### src/rtl/jk_pkg.sv
// jk_pkg: shared definitions for the JK up/down counter.
// Holds the JK action encoding ({j,k}) and default WIDTH/MODULUS constants.
package jk_pkg;

  localparam int unsigned WIDTH_DEF   = 4;
  localparam int unsigned MODULUS_DEF = 10;

  // JK input pair encoded as {j,k}
  typedef enum logic [1:0] {
    JK_HOLD   = 2'b00,
    JK_RESET  = 2'b01,
    JK_SET    = 2'b10,
    JK_TOGGLE = 2'b11
  } jk_act_e;

  // Action that forces a cell to the given bit value
  function automatic jk_act_e load_act(input logic b);
    return b ? JK_SET : JK_RESET;
  endfunction

endpackage

### src/rtl/jk_updown_counter_if.sv
// jk_updown_counter_if: control/data bundle of the JK up/down counter.
//   en, up, load, d : driven by the controlling block (master)
//   q, qb, tc, wrap : driven by the counter (slave)
interface jk_updown_counter_if
  import jk_pkg::*;
#(
  parameter int unsigned WIDTH = WIDTH_DEF
) ();

  logic             en;
  logic             up;
  logic             load;
  logic [WIDTH-1:0] d;
  logic [WIDTH-1:0] q;
  logic [WIDTH-1:0] qb;
  logic             tc;
  logic             wrap;

  modport master (
    output en, up, load, d,
    input  q, qb, tc, wrap
  );

  modport slave (
    input  en, up, load, d,
    output q, qb, tc, wrap
  );

endinterface

### src/rtl/jk_cell.sv
// jk_cell: one JK flip-flop bit with asynchronous active-high clear.
//   clk, clr : clock, async clear (q -> 0)
//   j, k     : JK inputs (00 hold, 01 reset, 10 set, 11 toggle)
//   q, qb    : stored bit and its complement
module jk_cell
  import jk_pkg::*;
(
  input  logic clk,
  input  logic clr,
  input  logic j,
  input  logic k,
  output logic q,
  output logic qb
);

  always_ff @(posedge clk or posedge clr) begin
    if (clr) begin
      q <= 1'b0;
    end else begin
      unique case (jk_act_e'({j, k}))
        JK_HOLD:   q <= q;
        JK_RESET:  q <= 1'b0;
        JK_SET:    q <= 1'b1;
        default:   q <= ~q;
      endcase
    end
  end

  assign qb = ~q;

endmodule

### src/rtl/jk_updown_counter.sv
// jk_updown_counter: loadable up/down counter built from WIDTH jk_cell bits.
//   clk, clr     : clock, async active-high clear
//   bus.en       : count enable         bus.up   : 1 = up, 0 = down
//   bus.load     : sync load of bus.d   bus.q/qb : count and its complement
//   bus.tc       : combinational terminal count (cascade carry)
//   bus.wrap     : registered one-cycle pulse after a wrap
// Optional macro JK_CNT_MODN_EN: count modulo MODULUS and clamp loads to MODULUS-1.
module jk_updown_counter
  import jk_pkg::*;
#(
  parameter int unsigned WIDTH   = WIDTH_DEF,
  parameter int unsigned MODULUS = MODULUS_DEF
) (
  input logic                clk,
  input logic                clr,
  jk_updown_counter_if.slave bus
);

`ifdef JK_CNT_MODN_EN
  localparam logic [WIDTH-1:0] MAX = WIDTH'(MODULUS - 1);
`else
  localparam logic [WIDTH-1:0] MAX = {WIDTH{1'b1}};
  localparam int unsigned unused_modulus = MODULUS;
`endif

  logic [WIDTH-1:0] q;
  logic [WIDTH-1:0] qb;
  logic [WIDTH-1:0] q_nxt;
  logic [WIDTH-1:0] d_eff;
  logic [WIDTH-1:0] j;
  logic [WIDTH-1:0] k;
  logic             tc;
  logic             wrap_q;

  // Target value for a count; the cells toggle wherever it differs from q
  always_comb begin
    q_nxt = q;
    if (bus.up) begin
      q_nxt = (q == MAX) ? '0 : q + WIDTH'(1);
    end else begin
      q_nxt = (q == '0) ? MAX : q - WIDTH'(1);
    end
  end

  // Load value, clamped into range when counting modulo MODULUS
  always_comb begin
    d_eff = bus.d;
`ifdef JK_CNT_MODN_EN
    if (bus.d > MAX) d_eff = MAX;
`endif
  end

  // Per-bit JK drive: load beats count beats hold
  always_comb begin
    j = '0;
    k = '0;
    for (int unsigned i = 0; i < WIDTH; i++) begin
      if (bus.load) begin
        {j[i], k[i]} = load_act(d_eff[i]);
      end else if (bus.en && (q[i] != q_nxt[i])) begin
        {j[i], k[i]} = JK_TOGGLE;
      end
    end
  end

  for (genvar g = 0; g < WIDTH; g++) begin : g_bit
    jk_cell u_cell (
      .clk (clk),
      .clr (clr),
      .j   (j[g]),
      .k   (k[g]),
      .q   (q[g]),
      .qb  (qb[g])
    );
  end

  assign tc = bus.en & ~bus.load & ((bus.up & (q == MAX)) | (~bus.up & (q == '0)));

  // A wrap happens exactly on edges where tc was high
  always_ff @(posedge clk or posedge clr) begin
    if (clr) begin
      wrap_q <= 1'b0;
    end else begin
      wrap_q <= tc;
    end
  end

  assign bus.q    = q;
  assign bus.qb   = qb;
  assign bus.tc   = tc;
  assign bus.wrap = wrap_q;

endmodule

### src/flat_wrapper.sv
// flat-port wrapper written by rule: the top's interface ports become plain ports
module jk_updown_counter_flat import jk_pkg::*;
#(
  parameter int unsigned WIDTH   = WIDTH_DEF,
  parameter int unsigned MODULUS = MODULUS_DEF
)
  (clk, clr, bus_en, bus_up, bus_load, bus_d, bus_q, bus_qb, bus_tc, bus_wrap);
  jk_updown_counter_if #(.WIDTH(WIDTH)) bus_i ();
  input logic clk;
  input logic clr;
  input wire logic [$bits(bus_i.en)-1:0] bus_en;
  input wire logic [$bits(bus_i.up)-1:0] bus_up;
  input wire logic [$bits(bus_i.load)-1:0] bus_load;
  input wire logic [$bits(bus_i.d)-1:0] bus_d;
  output wire logic [$bits(bus_i.q)-1:0] bus_q;
  output wire logic [$bits(bus_i.qb)-1:0] bus_qb;
  output wire logic [$bits(bus_i.tc)-1:0] bus_tc;
  output wire logic [$bits(bus_i.wrap)-1:0] bus_wrap;
  assign bus_i.en = bus_en;
  assign bus_i.up = bus_up;
  assign bus_i.load = bus_load;
  assign bus_i.d = bus_d;
  assign bus_q = bus_i.q;
  assign bus_qb = bus_i.qb;
  assign bus_tc = bus_i.tc;
  assign bus_wrap = bus_i.wrap;
  jk_updown_counter #(.WIDTH(WIDTH), .MODULUS(MODULUS)) u_core (.clk(clk), .clr(clr), .bus(bus_i));
endmodule
### config.mk
export PLATFORM = sky130hd
export DESIGN_NAME = jk_updown_counter_flat
export DESIGN_NICKNAME = d
export VERILOG_FILES = /design/src/rtl/jk_pkg.sv /design/src/rtl/jk_updown_counter_if.sv /design/src/rtl/jk_cell.sv /design/src/rtl/jk_updown_counter.sv /design/src/flat_wrapper.sv
export SDC_FILE = /design/constraint.sdc
export NUM_CORES = 1
export LEC_CHECK = 0
export CAP_MARGIN = 10
export CORE_AREA = 3 3 40 42
export CTS_BUF_LIST = sky130_fd_sc_hd__clkbuf_2 sky130_fd_sc_hd__clkbuf_4 sky130_fd_sc_hd__clkbuf_8
export CTS_CLUSTER_DIAMETER = 200
export DETAILED_ROUTE_END_ITERATION = 10
export DIE_AREA = 0 0 43 45
export GPL_ROUTABILITY_DRIVEN = 0
export PLACE_DENSITY = 0.66
export SYNTH_ARGS = -nofsm -noshare
export SYNTH_HDL_FRONTEND = slang
export SYNTH_SLANG_ARGS = --single-unit
### constraint.sdc
create_clock -name clk -period 2.6 [get_ports clk]
set_clock_uncertainty 0.15 [all_clocks]
set_input_delay 0.26 -clock clk [delete_from_list [all_inputs] [get_ports clk]]
set_output_delay 0.26 -clock clk [all_outputs]
set_load 0.01 [all_outputs]
# Word-level counts from Yosys, hierarchy flattened
# Cells that the tools add are included.
dict set report word_totals {
  output_inout_bits 10
  elab_cells 63
  input_bits 9
  register_bits 5
}
dict set report classes {
  n_addsub 2
  muxes 23
  n_reduce_logical 9
  eq_ne 13
  bitwise 11
}
# operator n
set op_table {}
lappend op_table {{two-way mux 1 bit} 12}
lappend op_table {{two-way mux 4 bit} 3}
lappend op_table {{case mux 1 bit (3 select lines)} 4}
lappend op_table {{== test 2 x 1 -> 1 bit (second input constant)} 4}
lappend op_table {{== test 2 bit (second input constant)} 4}
lappend op_table {{zero test 2 bit} 4}
lappend op_table {{two-way mux 2 bit} 4}
lappend op_table {{NOT 1 bit} 6}
lappend op_table {{adder 4 x 1 -> 4 bit (second input constant)} 1}
lappend op_table {{AND 1 bit} 4}
lappend op_table {{== test 4 bit (second input constant)} 1}
lappend op_table {{logical AND 1 bit} 4}
lappend op_table {{zero test 4 bit} 1}
lappend op_table {{inequality test 1 bit} 4}
lappend op_table {{subtractor 4 x 1 -> 4 bit (second input constant)} 1}
lappend op_table {{bitwise OR 1 bit} 1}

# Longest topological paths before layout
# Gate-level depths: netlist of run 1.
dict set report depth {
  word_depth 9
  depth_mapped 5
  depth_no_buf 5
}

# Hierarchy
# A second synthesis of run 1 with hierarchy kept.
dict set report hier_totals {
  cells_unflattened 72
  hier_area_um2 554.3
}
# module instances cells_each seq_area_each_um2 area_each_um2
set by_module_without_submodules {}
lappend by_module_without_submodules {jk_cell 4 10 25.0 87.6}
lappend by_module_without_submodules {jk_updown_counter 1 32 25.0 203.9}

# Least setup slack after synthesis of run 1
# Ideal clock, no wire load.
dict set report synth_timing {
  path_type {flip-flop to output port}
  from {register u_core.g_bit[0].u_cell.q}
  to {output port bus_tc}
  path_slack_ns 0.814
  required_ns 2.190
  stages_incl_launch_ff 5
  path_buffers 0
  t_arrival_ns 1.376
  path_cell_list {dfrtp_1 -> inv_1 -> ha_1 -> or4b_4 -> a21oi_1}
}
dict set report synth_via {
  elab_chain_cells 4
  elab_cells_between_ends 6
  cone_classes {eq/ne: 1; bitwise: 4; reduce/logical: 1}
}
# element line_no
set synth_lines {}
lappend synth_lines {{start, declared} jk_cell.sv:12} ;# output logic q,
lappend synth_lines {{start signal, assigned} jk_cell.sv:21} ;# JK_HOLD: q <= q;
lappend synth_lines {{start signal, assigned} jk_cell.sv:24} ;# default: q <= ~q;
lappend synth_lines {{== test 4 bit or zero test 4 bit (tied branches)} jk_updown_counter.sv:77} ;# assign tc = bus.en & ~bus.load & ((bus.up & (q == MAX)) | (~bus.up & (q == '0)));
lappend synth_lines {{AND 1 bit} jk_updown_counter.sv:77}
lappend synth_lines {{bitwise OR 1 bit *} jk_updown_counter.sv:77}
lappend synth_lines {{AND 1 bit *} jk_updown_counter.sv:77}
lappend synth_lines {{end, declared} flat_wrapper.sv:17} ;# output wire logic [$bits(bus_i.tc)-1:0] bus_tc;
# Mark *: on every way between the ends. The rest lies on a longest branch, timed or not.

# Final worst setup path of run 1
# Ends and elaborated chain as after synthesis.

==> results.json, run 1 <==
{
  "path_max_fanout": 3,
  "drc_errors": 0,
  "design.portCount": 19,
  "fin_setup_tns_ps": 0,
  "numCtsBuffers": 3,
  "reg_to_reg_slack_setup_ps": 920,
  "power.sequential.fraction_pct": 29.6,
  "htree_num_levels": 1,
  "hold_path.class": "in -> async",
  "layout_cell_share_with_drive_strength_beyond_1_pct": 20.3,
  "detail_route.first_pass.iterations": 2,
  "grt_setup_unrepaired": "no",
  "synth_warnings": 0,
  "pins_over_slew_limit": 0,
  "place_hpwl_um": 789,
  "synth_largest_area_cell": "dfrtp_1",
  "pin_count_of_the_biggest_net_entering_global_routing": 11,
  "clock_tree.buffer_depth": 2,
  "die_height_um": 45,
  "max_freq_ghz": 0.472,
  "mappedNetlistArea_um2": 447,
  "kind_of_end_point_of_the_critical_path": "primary output",
  "power.switching_mw": 0.0994,
  "setup-violations-final": 0,
  "drt_first_iter_violations": 5,
  "gr-total-overflow": 0,
  "clk_latency_ps": 250,
  "detail-route-antenna-nets": 0,
  "cellLeakagePower_nw": 0.300,
  "startpoint": "u_core.g_bit[0].u_cell.q$_DFFE_PP0P_",
  "power.clock.fraction_pct": 32.0,
  "register_cell_area_after_layout_um2": 125,
  "mean_cell_area_of_the_mapped_netlist_um2": 8.43,
  "run_status": "completed",
  "worst_r2r_startpoint": "u_core.g_bit[0].u_cell.q$_DFFE_PP0P_",
  "drt_wl_total_um": 992,
  "first_global_vias": 325,
  "synth_fp_nets": 64,
  "vias": 411,
  "max-slew-margin-rel_pct": 73.9,
  "initial_core_util_pct": 34.8,
  "synth_cell_type_count": 25,
  "route.detailed.wl_per_inst_um": 11.8,
  "die-width_um": 43,
  "finalCritPeriodShare_pct": 81.5,
  "num-nets-final": 81,
  "numClockSinks": 5,
  "power.density_cell_area_nw_per_um2": 514,
  "arrival_ps": 1710,
  "proportion_of_netlist_area_held_by_the_largest_area_contributor_pct": 28.0,
  "layout.filler_cells": 138,
  "switching_power_share_of_the_total_pct": 30.4,
  "antenna-diode-count": 0,
  "layout_common_cells": "clkdlybuf4s50_1, inv_1, nand2_1, buf_4, dfrtp_1",
  "ctsRootBufferMaster": "clkbuf_4",
  "area_grow_syn2layout_pct": 42.6,
  "finalCriticalPeriod_ps": 2120,
  "std_cell_rows": 13,
  "portBuffers": 18,
  "cp.required_ps": 2190,
  "dieArea_um2": 1940,
  "start_kind": "register",
  "final_hold_viol_count": 0,
  "grt_first_pass_wirelength_mm": 1.47,
  "critical_path_class": "reg -> out",
  "core_region_area_um2": 1280,
  "vias_per_cell": 4.89,
  "cts_hold_repair.buffers": 0,
  "slew_worst_pin_ps": 382,
  "final_common_cell": "clkdlybuf4s50_1",
  "combinationalPowerShare_pct": 38.4,
  "multi_input_comb_area_um2": 224,
  "capturing_instance_or_port_of_the_critical_path": "bus_tc",
  "power_report.internal_total_mw": 0.228,
  "worst_reg2reg_path_endpoint": "u_core.g_bit[0].u_cell.q$_DFFE_PP0P_",
  "track_usage_pct": 10.9,
  "synth.top_cells.by_area": "dfrtp_1, buf_4, ha_1",
  "number_of_flip_flops_and_latches_in_the_synthesized_netlist": 5,
  "clk_transition_reported_paths_ps": 50,
  "grt_antenna_before_repair": 0,
  "reg2reg_depth": 5,
  "vdd_ir_drop_max_mv": 0.275,
  "synth_sequential_area_ratio_pct": 28.0,
  "netlist_instances": 53,
  "maxCapViolCount": 0,
  "tritoncts": "built",
  "worst_hold_slack_ps": 64.5
}
## cell type report
| type | count | share of cell area [%] |
|---|---|---|
| Clock buffer | 4 | 4.72 |
| Inverter | 5 | 2.95 |
| Multi-Input combinational cell | 32 | 35.2 |
| Sequential cell | 5 | 19.6 |
| Tap cell | 15 | 2.95 |
| Timing Repair Buffer | 23 | 34.6 |
## what timing repair did
item                       4_1_cts  5_1_grt
setup endpoints to repair        0        1
buffers inserted                 0        0
resized for setup                0        1
hold endpoints to repair         0        0
## cell usage after synthesis
library cell	number
ha_1	2
buf_6	1
and4_2	1
a221oi_1	1
xnor2_1	1
dfrtp_1	5
buf_4	8
inv_1	5
a211o_1	1
nand3_1	2
o21bai_1	2
o21ai_0	2
or4b_4	1
mux2i_1	1
clkbuf_1	2
nor2_1	3
mux2_2	1
nand4_1	1
a2111oi_0	1
a21oi_1	3
a31o_1	1
or4_2	1
o21ai_2	1
nand2b_1	1
nand2_1	5
## cells by family (layout without fill, tap and decap cells)
| kind of cell | after synthesis | after routing | share of synthesized area, % |
|---|---|---|---|
| AO/OA/AOI/OAI | 12 | 12 | 18.8 |
| flip-flops | 5 | 5 | 28.0 |
| XOR/XNOR | 1 | 1 | 1.96 |
| buffers and inverters | 16 | 32 | 21.9 |
| adder cells (fa/ha/maj) | 2 | 2 | 5.60 |
| AND/OR/NAND/NOR | 15 | 15 | 19.0 |
| multiplexers | 2 | 2 | 4.76 |
## power by group through the flow
| stage | sequential, mW | clock [mW] | combinational, mW |
|---|---|---|---|
| final | 0.0969 | 0.105 | 0.126 |
| after global routing | 0.0992 | 0.113 | 0.137 |
| after CTS | 0.0970 | 0.107 | 0.127 |
| after detailed placement | 0.0983 | 0 | 0.127 |
| after global placement | 0.0981 | 0 | 0.126 |
| after floorplan | 0.100 | 0 | 0.0816 |
## metal layers
| metal | vias up | wire (um) | GRT usage [%] |
|---|---|---|---|
| li1 | 208 | - | - |
| met1 | 187 | 440 | 12.2 |
| met2 | 16 | 469 | 17.4 |
| met3 | 0 | 82 | 6.37 |
| met4 | 0 | 0 | 3.61 |
| met5 | - | 0 | 0 |
## through the flow
| stage | setup WS (ps) | instance area (um^2) | std cells | util [%] | power (mW) |
|---|---|---|---|---|---|
| after CTS | 80.4 | 634 | 84 | 49.4 | 0.332 |
| after global routing | 359 | 637 | 84 | 49.6 | 0.349 |
| after detailed placement | 253 | 604 | 80 | 47.0 | 0.225 |
| after floorplan | 814 | 447 | 53 | - | 0.182 |
| final | 480 | 637 | 84 | 49.6 | 0.328 |
| after global placement | 257 | 604 | 80 | 47.0 | 0.224 |
## worst max-delay path, cell delays in order (launching register included)
cell,delay (ps)
dfrtp_1,370
inv_1,80
ha_1,190
or4b_4,480
a21oi_1,160
dlymetal6s2s_1,180
## sequential cells by signal, summed over array words and instances, names as in the netlist
signal and count:
u_core.g_bit.u_cell.q 4, u_core.bus.wrap 1
## worst min path at each step
stage / to / slack, ps / depth (start not counted)
after CTS: u_core.g_bit[3].u_cell.q$_DFFE_PP0P_ / 70 / 2
after floorplan: u_core.bus.wrap$_DFF_PP0_ / -110 / 1
final: u_core.g_bit[3].u_cell.q$_DFFE_PP0P_ / 60 / 2
after detailed placement: u_core.g_bit[3].u_cell.q$_DFFE_PP0P_ / 340 / 2
after global routing: u_core.g_bit[3].u_cell.q$_DFFE_PP0P_ / 90 / 2
after global placement: u_core.bus.wrap$_DFF_PP0_ / 330 / 2
(Power assumes the default switching activity.)
==> inputs of run 2 (changes only) <==
==> constraint.sdc (replaced) <==
create_clock -name clk -period 2.05 [get_ports clk]
set_clock_uncertainty 0.15 [all_clocks]
set_input_delay 0.205 -clock clk [delete_from_list [all_inputs] [get_ports clk]]
set_output_delay 0.205 -clock clk [all_outputs]
set_load 0.01 [all_outputs]
==> results.json, run 2 (synthesized netlist as in run 1, its figures left out) <==
{
  "utilization_pct": 55.4,
  "ctsRootBufferMaster": "clkbuf_4",
  "slew_worst_pin_ps": 378,
  "drt_wl_total_mm": 1.09,
  "max-slew-margin-rel_pct": 74.2,
  "arrival_ps": 1630,
  "first_global_vias": 384,
  "vdd_ir_drop_max_mv": 0.404,
  "finalCritPeriodShare_pct": 97.0,
  "largest_register": "u_core.g_bit.u_cell.q",
  "p_total_mw": 0.439,
  "largest_register_ff_count": 4,
  "detail_route.first_pass.iterations": 3,
  "critical_path_class": "reg -> out",
  "layout_cell_share_with_drive_strength_beyond_1_pct": 34.2,
  "tritoncts": "built",
  "kind_of_end_point_of_the_critical_path": "primary output",
  "layout_common_cells": "clkdlybuf4s50_1, buf_4, nand2_1, dfrtp_1, clkbuf_4",
  "pins_over_slew_limit": 0,
  "power.density_cell_area_nw_per_um2": 617,
  "vias_per_cell": 4.81,
  "clock_tree.buffer_depth": 2,
  "hold_path.class": "in -> async",
  "area_grow_syn2layout_pct": 59.4,
  "max_freq_ghz": 0.503,
  "drt_first_iter_violations": 3,
  "finalCriticalPeriod_ps": 1990,
  "grt_antenna_before_repair": 0,
  "layout.filler_cells": 119,
  "route.detailed.wl_per_inst_um": 11.9,
  "antenna-diode-count": 0,
  "numClockSinks": 5,
  "grt.busiest_layer": "met2",
  "path_max_fanout": 3,
  "setup-violations-final": 0,
  "run_status": "completed",
  "final_common_cell": "clkdlybuf4s50_1",
  "portBuffers": 18,
  "detail-route-antenna-nets": 0,
  "htree_num_levels": 1,
  "cts_hold_repair.buffers": 0,
  "drc_errors": 0,
  "cpMaxStageDelayCell": "or4b_4",
  "met1_track_usage_gr_pct": 14.8,
  "reg_to_reg_slack_setup_ps": 370,
  "clk_transition_reported_paths_ps": 40,
  "num-nets-final": 88,
  "die_height_um": 45,
  "initial_core_util_pct": 34.8,
  "groute.layer.met3.usage_pct": 7.57,
  "crit_chain": "inv_2, ha_4, or4b_4, a21oi_4, buf_6",
  "final_hold_viol_count": 0,
  "cp.required_ps": 1690,
  "worst_slack_ps": 62.1,
  "maxCapViolCount": 0,
  "core_region_area_um2": 1280,
  "use_met2_pct": 18.0,
  "pin_count_of_the_biggest_net_entering_global_routing": 11,
  "clk_latency_ps": 240,
  "std_cell_rows": 13,
  "cp_slowest_stage_delay_ps": 480,
  "design.portCount": 19,
  "cellLeakagePower_nw": 0.317,
  "place_hpwl_um": 813,
  "grt_first_pass_wirelength_mm": 1.70,
  "dieArea_um2": 1940,
  "dp_slack_ps": -256,
  "vias": 438,
  "numCtsBuffers": 3,
  "track_usage_pct": 11.9,
  "gr-total-overflow": 0,
  "start_kind": "register",
  "die-width_um": 43
}
==> run 2: cell types whose count changed in the layout (fill, tap and decap cells not counted), sizes merged <==
cell,before,now
buf,5,13
dlymetal6s2s,1,0
==> run 2: power by group <==
| group | internal, mW | leakage, nW | switching (mW) | total [mW] |
|---|---|---|---|---|
| clock | 0.0867 | 0.0184 | 0.0391 | 0.126 |
| combinational | 0.113 | 0.236 | 0.0799 | 0.193 |
| sequential | 0.110 | 0.0622 | 0.0104 | 0.120 |
| total | 0.310 | 0.317 | 0.129 | 0.439 |
==> run 2: area by class of cell <==
class	count	area, um^2	share of cell area (%)
Inverter	5	18.8	2.64
Timing Repair Buffer	30	272	38.1
Clock buffer	4	30.0	4.22
Sequential cell	5	125	17.6
Multi-Input combinational cell	32	248	34.8
Tap cell	15	18.8	2.64
==> run 2: metal layers <==
metal	vias to the layer above	wire, um
li1	220	-
met1	203	463
met2	15	521
met3	0	102
met4	0	0
met5	-	0
==> run 2: path summary, 6_finish.rpt <==
path / cells after the start / start / end
setup / recovery: 5 / u_core.g_bit[1].u_cell.q$_DFFE_PP0P_ / bus_tc
min in group clk: 3 / bus_d[0] / u_core.g_bit[0].u_cell.q$_DFFE_PP0P_
max in group asynchronous: 2 / clr / u_core.g_bit[2].u_cell.q$_DFFE_PP0P_
hold / removal: 2 / clr / u_core.bus.wrap$_DFF_PP0_
hold reg to reg: 3 / u_core.g_bit[2].u_cell.q$_DFFE_PP0P_ / u_core.bus.wrap$_DFF_PP0_
setup reg to reg: 4 / u_core.g_bit[1].u_cell.q$_DFFE_PP0P_ / u_core.g_bit[3].u_cell.q$_DFFE_PP0P_
==> run 2: timing repair <==
action                                  CTS  global route
buffers inserted                          0             3
endpoints found under the setup margin    1             1
cloned                                    0             0
resized for setup                         7             4
pin swaps                                 0             2
==> run 2: through the flow <==
step,setup TNS (ps),area (um^2),hold WS [ps],std cells
floorplan,0,447,-166,53
global placement,-194,634,272,84
CTS,0,673,18.6,88
finish,0,712,13.6,91
global route,-30.9,712,37.2,91
detailed placement,-256,634,280,84
==> run 2: critical path, delay by kind of cell (launching register included) <==
kind	cells	cell delay, ps
flops	1	390
compound gates	1	180
simple gates	1	480
fa+ha+maj	1	130
buf+inv	2	210
